### config.mk
export PLATFORM = sky130hd
export DESIGN_NAME = reg_scoreboard
export DESIGN_NICKNAME = d
export VERILOG_FILES = /design/src/rtl/reg_scoreboard.sv
export SDC_FILE = /design/constraint.sdc
export NUM_CORES = 1
export LEC_CHECK = 0
export ABC_CLOCK_PERIOD_IN_PS = 13300
export BUFFER_PORTS_ARGS = -buffer_cell sky130_fd_sc_hd__buf_2
export CAP_MARGIN = 10
export CORE_MARGIN = 5
export CORE_UTILIZATION = 55
export DETAILED_ROUTE_END_ITERATION = 8
export GPL_TIMING_DRIVEN = 0
export PLACE_DENSITY_LB_ADDON = 0.25
export SYNTH_ARGS = -nofsm -noshare
export SYNTH_HDL_FRONTEND = slang
export SYNTH_SLANG_ARGS = --single-unit
### constraint.sdc
create_clock -name clk -period 13.3 [get_ports clk]
set_input_delay 2.66 -clock clk [delete_from_list [all_inputs] [get_ports clk]]
set_output_delay 2.66 -clock clk [all_outputs]
set_load 0.02 [all_outputs]
### src/rtl/reg_scoreboard.sv
// Register-hazard scoreboard: per-register outstanding-write counters gate instruction issue.
// Latency: issue_ready is combinational; counters, mask and total update one cycle after issue or writeback.
// Backpressure: issue_ready drops while a source has a write in flight or the destination counter is saturated.
module reg_scoreboard #(
  parameter int MAX_OUT = 3
) (
  input  logic        clk,
  input  logic        rst,
  input  logic        issue_valid,
  input  logic        issue_use1,
  input  logic [4:0]  issue_ra1,
  input  logic        issue_use2,
  input  logic [4:0]  issue_ra2,
  input  logic        issue_we,
  input  logic [4:0]  issue_wa,
  output logic        issue_ready,
  input  logic        wb_valid,
  input  logic [4:0]  wb_wa,
  output logic [31:0] pending_mask,
  output logic [7:0]  total_out,
  output logic        err_underflow
);

  localparam logic [2:0] MAX_CNT = 3'(MAX_OUT);

  // Entry 0 exists only to keep indexing uniform; it is held at zero.
  logic [2:0]  cnt     [32];
  logic [2:0]  cnt_nxt [32];
  logic [31:0] inc_vec;
  logic [31:0] wb_vec;
  logic [31:0] mask_nxt;
  logic [7:0]  total_nxt;
  logic        src1_haz;
  logic        src2_haz;
  logic        dst_full;
  logic        accept;
  logic        underflow;

  assign src1_haz    = issue_use1 && (issue_ra1 != 5'd0) && (cnt[issue_ra1] != 3'd0);
  assign src2_haz    = issue_use2 && (issue_ra2 != 5'd0) && (cnt[issue_ra2] != 3'd0);
  assign dst_full    = issue_we && (issue_wa != 5'd0) && (cnt[issue_wa] == MAX_CNT);
  assign issue_ready = !(src1_haz || src2_haz || dst_full);
  assign accept      = issue_valid && issue_ready && !rst;
  // Underflow judged on the pre-update count, even if an issue to the same register lands this cycle.
  assign underflow   = wb_valid && !rst && (wb_wa != 5'd0) && (cnt[wb_wa] == 3'd0);

  // Decode which counter the accepted issue and the writeback touch.
  always_comb begin
    inc_vec = '0;
    wb_vec  = '0;
    for (int i = 1; i < 32; i++) begin
      inc_vec[i] = accept && issue_we && (issue_wa == 5'(i));
      wb_vec[i]  = wb_valid && !rst && (wb_wa == 5'(i));
    end
  end

  // Next-state counters plus the derived mask and total that are registered alongside them.
  always_comb begin
    mask_nxt  = '0;
    total_nxt = '0;
    cnt_nxt[0] = 3'd0;
    for (int i = 1; i < 32; i++) begin
      cnt_nxt[i] = cnt[i];
      if (inc_vec[i] && wb_vec[i]) begin
        cnt_nxt[i] = cnt[i];
      end else if (inc_vec[i]) begin
        cnt_nxt[i] = cnt[i] + 3'd1;
      end else if (wb_vec[i] && (cnt[i] != 3'd0)) begin
        cnt_nxt[i] = cnt[i] - 3'd1;
      end
      mask_nxt[i] = (cnt_nxt[i] != 3'd0);
      total_nxt   = total_nxt + {5'd0, cnt_nxt[i]};
    end
  end

  // State update; synchronous reset discards every outstanding write and the sticky error.
  always_ff @(posedge clk) begin
    if (rst) begin
      for (int i = 0; i < 32; i++) begin
        cnt[i] <= 3'd0;
      end
      pending_mask  <= '0;
      total_out     <= '0;
      err_underflow <= 1'b0;
    end else begin
      for (int i = 0; i < 32; i++) begin
        cnt[i] <= cnt_nxt[i];
      end
      pending_mask <= mask_nxt;
      total_out    <= total_nxt;
      if (underflow) begin
        err_underflow <= 1'b1;
      end
    end
  end

endmodule

==> metrics.txt, run 1 <==
outcome=finished, final reports clean; RSZ-0062 raised after global routing=no; critical path class=in2reg; CP Data Required Time=around 14000 ps; Final Max Slew Viols=0; # Post-CTS Setup Buffers=0; die width=~170 um; Post-CTS Resized=0; Leakage=6.76 nW; Die Ht=~170 um; die area=between 20000 and 30000 sq um; fmax=between 80 and 90 MHz; Worst path slowest cell=a2111oi_0; CP endpoint kind=flip-flop; Post-Synth Adder-Cell Area=0.224; Mapped Area=roughly 14000 sq um; # IOs=around 70; H-tree Lvls=4; area fraction of the dominant cell type after synthesis=0.190; CTS Buf Count=17; Skew-Pair Late Insertion Delay=about 450 ps; Worst EP arrival=~12000 ps; Storage cell area=2660 sq um; largest net degree at the start of global routing=17; CTS tree=done; CTS Hold Bufs=0; antenna cells=0; Worst slew margin=0.161; share of cells above drive strength 1=0.123; #FFs+latches synth=133; Final GP Congestion=approximately 1.1; crit-path max FO=10; Tmin final=11460 ps; final hold violations=0; Post-Synthesis Cells=1676; Compound-Gate Fraction of Synth Area=0.150; Core Region=25100 sq um; Min-Delay Path Depth=2; area grow syn2layout=9.09%; syn nets=around 1.9k; main combinational cell family by area after synthesis=adder cells; Post-Syn Area per Cell=roughly 8.4 sq um; Post-synth ARST share=0; hold slack final=around 480 ps; Multi-input gate area=10100 sq um; 1st-iter DRT viols=~1.8k; Setup WS pre-CTS=around 1500 ps; TritonCTS Sinks=roughly 130; Synth Area in XOR/XNOR=0.0256; Ys Warns=0; Primary FF master, synth=dfxtp_1; Final HPWL DP=around 41000 um; Most common cell on crit path=fa_1; Worst Hold Class=reg2reg; Reg clk slew, reported paths=approximately 60 ps; WL/cell=24.7 um; Initial DRT Pass Iterations=6; DRC viols=0; R2R depth=27; ranking of synthesized cells by area=dfxtp_1 19%, fa_1 13%, ha_1 9.6%; EDFF count, synth=0; Peak VDD IR=roughly 0.000068 V; number of global-route vias before repair=between 10k and 15k; worst setup margin=1840 ps; post-route antenna net violation count=0; count leader, synth=inv_1; Fillers=roughly 2.3k; via count=approximately 14k; row cnt=58; via/cell ratio=around 6.5; Finish-stage setup viols=0; setup TNS=0 ps; first-pass GRT wire length=about 80000 um; Max Cap Violations=0; # port buffers=between 60 and 70; nets=1980; post-synth cell types=100; CTS Buffer Depth=2; total gr overflow=0; Slew @ Worst Pin=1250 ps; cell family with most CP delay=adder cells; initial core utilization=0.558; Post-Route Utilization=0.608; simple-gate share of the synthesized area=0.207; post-synthesis mux area share=0.115; root buffer cell=clkbuf_16; overall routed net length=51900 um; GR Util All Layers=0.362; initial antenna violation count=0; number of stages on the worst setup path=28; power per cell area=between 60 and 70 nW/um^2; sequential-to-total area share from yosys stat=0.190; area leader, netlist=dfxtp_1; Period Utilization, post-route=0.862; total power=approximately 1.1 mW; CP bufs+invs=7; Final Skew=approximately 14 ps; most frequent cells after synthesis=241 x inv_1, 199 x nor2_1, 133 x dfxtp_1, 120 x nand2_1, 108 x ha_1; max incr delay on CP=680 ps; Startpoint Class=input port
-- path summary, 6_finish.rpt --
check	startpoint	end	slack (ps)
max	issue_ra2[1]	total_out[7]	1840
min	err_underflow	err_underflow	480
max reg2reg	cnt[9][0]	total_out[7]	4020
min reg2reg	err_underflow	err_underflow	480
-- through the flow --
| stage | instances | cell area, sq um |
|---|---|---|
| finish | 2098 | 15300 |
| detailed placement | 2067 | 14700 |
| global placement | 2067 | 14700 |
| global route | 2098 | 15300 |
| CTS | 2098 | 15300 |
| floorplan | 1676 | 14000 |
-- cell type report --
class,count,area share
Multi-Input combinational cell,1238,0.662
Sequential cell,133,0.174
Inverter,242,0.0595
Clock buffer,17,0.0278
Tap cell,330,0.0270
Buffer,63,0.0210
Timing Repair Buffer,61,0.0200
Clock inverter,14,0.00844
-- state kept, by name, indices dropped and copies added, names as in the netlist --
name and flops:
pending_mask 31, cnt 93, total_out 8, err_underflow 1
-- metal layers --
metal	wire, um	vias to the layer above	GRT usage
li1	-	5983	-
met1	20300	6493	0.486
met2	21400	899	0.528
met3	6630	234	0.105
met4	3570	0	0.194
met5	0	-	0
-- report_power, final --
group	internal (mW)	total (mW)	switching [mW]
sequential	0.404	0.408	0.00435
combinational	0.0521	0.182	0.130
clock	0.257	0.473	0.216
-- cells by family (layout without fill, tap and decap cells) --
group,after synthesis,after routing
flip-flops,133,133
multiplexers,122,122
adder cells (fa/ha/maj),197,197
AO/OA/AOI/OAI,294,294
XOR/XNOR,41,41
buffers and inverters,305,397
AND/OR/NAND/NOR,583,583
other,1,1
-- layout by cell type, fill, tap and decap left out, drive strengths merged, types with 57 or more instances in the layout --
master  instances
a21oi          57
buf            92
dfxtp         133
fa             89
ha            108
inv           245
mux2i          73
nand2         121
nor2          201
nor3           61
-- tightest hold or removal path: stages (launching register included) --
cell and delay (ps):
dfxtp_1 330, a21oi_1 50, nor2_1 70
Power figures use the tool's default switching activity.
==> run 2, diff against run 1 <==
--- a/config.mk
+++ b/config.mk
@@ -12,7 +12,7 @@
 export CORE_UTILIZATION = 55
 export DETAILED_ROUTE_END_ITERATION = 8
 export GPL_TIMING_DRIVEN = 0
-export PLACE_DENSITY_LB_ADDON = 0.25
+export PLACE_DENSITY_LB_ADDON = 0.15
 export SYNTH_ARGS = -nofsm -noshare
 export SYNTH_HDL_FRONTEND = slang
 export SYNTH_SLANG_ARGS = --single-unit
==> run 2 against run 1 <==
Compared with the run above:
- clock power increased by 13%
- sequential power hardly changed
- core utilization grew 0.34 points
- largest cell class unchanged
- critical path type unchanged
==> metrics.txt, run 2 (synthesis gave the netlist of run 1 again) <==
DRC viols=0; critical path class=in2reg; Worst EP arrival=about 12000 ps; number of global-route vias before repair=13.0k; Final Skew=18.3 ps; max incr delay on CP=about 860 ps; first-pass GRT wire length=78700 um; setup TNS=0 ps; Most common cell on crit path=fa_1; initial antenna violation count=2; commonest cells after routing, fill and taps aside=241 x inv_1, 199 x nor2_1, 133 x dfxtp_1; Initial DRT Pass Iterations=6; via count=roughly 13k; TritonCTS Sinks=between 100 and 150; Finish-stage setup viols=0; Peak VDD IR=roughly 0.000076 V; Fillers=between 2k and 2.5k; Worst path slowest cell=a2111oi_0; # Post-CTS Setup Buffers=0; portion of total power attributed to the clock network=0.475; row cnt=58; CTS Buf Count=17; # port buffers=around 60; via/cell ratio=roughly 6.4; RSZ-0062 raised after global routing=no; design area=15400 sq um; 1st-iter DRT viols=1661; overall routed net length=around 53000 um; total gr overflow=0; CTS Buffer Depth=2; Final Max Slew Viols=0; register share of total power=0.363; # IOs=a little under 70; initial core utilization=0.558; power per cell area=roughly 73 nW/um^2; Core Region=between 20000 and 30000 sq um; biggest regs=cnt: 93 flops, pending_mask: 31 flops, total_out: 8 flops; CTS Hold Bufs=0; Setup WS pre-CTS=between 1000 and 1500 ps; commonest non-fill, non-tap cell in the layout=inv_1; Final GP Congestion=1.08; Post-CTS Resized=0; fmax=around 86 MHz; H-tree Lvls=4; CP bufs+invs=9; Die Ht=~170 um; Net Sw Frac=0.307; GR Util All Layers=0.366; share of cells above drive strength 1=0.123; final hold violations=0; Leakage=approximately 7 nW; Final HPWL DP=42100 um; Max Cap Violations=0; power share of the combinational group=0.162; Period Utilization, post-route=0.876; Top reg by flops=cnt; outcome=finished, final reports clean; die width=170 um; WL/cell=roughly 25 um; post-route antenna net violation count=0; crit-path max FO=10; Post-DP Area=roughly 15000 sq um; max FFs per register=93; worst setup margin=between 1500 and 2000 ps; Reg clk slew, reported paths=roughly 70 ps; CP endpoint kind=flip-flop; root buffer cell=clkbuf_16; Skew-Pair Late Insertion Delay=around 450 ps; CP Data Required Time=13620 ps; Worst slew margin=0.132; Tmin final=about 12000 ps; Worst Hold Class=reg2reg; nets=~2.0k; area grow syn2layout=9.70%; largest net degree at the start of global routing=17; cell family with most CP delay=adder cells; Post-Route Utilization=0.612; Startpoint Class=input port; CTS tree=done; hold slack final=510 ps; Slew @ Worst Pin=around 1300 ps; die area=between 20000 and 30000 sq um; Cell Int Power=between 700 and 800 uW; Switching Power=345 uW
run 2: cell count changes in the layout (fill, tap and decap cells not counted):
cell        previous run  this run
bufinv_16              1         4
clkbuf_1              31        32
clkbuf_8               0         1
clkinv_2               2         1
clkinvlp_4             6         2
diode_2                0         1
inv_8                  0         1
run 2: final cells by class:
cell class                 instances  area (sq um)  share of cell area
clock inverter                    13           195              0.0127
clock buffer                      19           443              0.0288
antenna                            1          2.50            0.000163
tap                              330           413              0.0269
sequential                       133          2660               0.173
timing repair buffer              61           305              0.0199
inverter                         242           908              0.0591
multi-input combinational       1238         10100               0.658
buffer                            63           320              0.0208
run 2: per-stage QoR:
step | instances | total power [mW]
3_3_place_gp | 2067 | 0.589
6_report | 2100 | 1.12
2_1_floorplan | 1676 | 0.521
3_5_place_dp | 2067 | 0.589
5_1_grt | 2099 | 1.15
4_1_cts | 2099 | 1.12
run 2: worst paths after layout:
kind | slack, ps | cells after the start | start | end
worst max-delay path | 1650 | 30 | issue_ra2[0] | total_out[7]
worst min-delay path | 510 | 2 | err_underflow | err_underflow
worst max register to register | 3890 | 27 | cnt[27][0] | total_out[7]
worst min register to register | 510 | 2 | err_underflow | err_underflow
run 2: tightest hold or removal path, stage by stage (launching register included):
cell and delay [ps]:
dfxtp_1 340, a21oi_1 50, nor2_1 90
run 2: layer usage:
| layer | vias to the layer above | wire length [um] | GRT usage |
|---|---|---|---|
| li1 | 5983 | - | - |
| met1 | 6395 | 20900 | 0.485 |
| met2 | 850 | 22000 | 0.540 |
| met3 | 233 | 6470 | 0.105 |
| met4 | 2 | 3460 | 0.198 |
| met5 | - | 11 | 0 |
run 2: power by group through the flow:
stage          logic [mW]  clock network [mW]  registers, mW
2_1_floorplan       0.100                   0          0.421
3_3_place_gp        0.172                   0          0.417
3_5_place_dp        0.172                   0          0.417
4_1_cts             0.174               0.535          0.408
5_1_grt             0.189               0.554          0.409
6_report            0.182               0.534          0.408
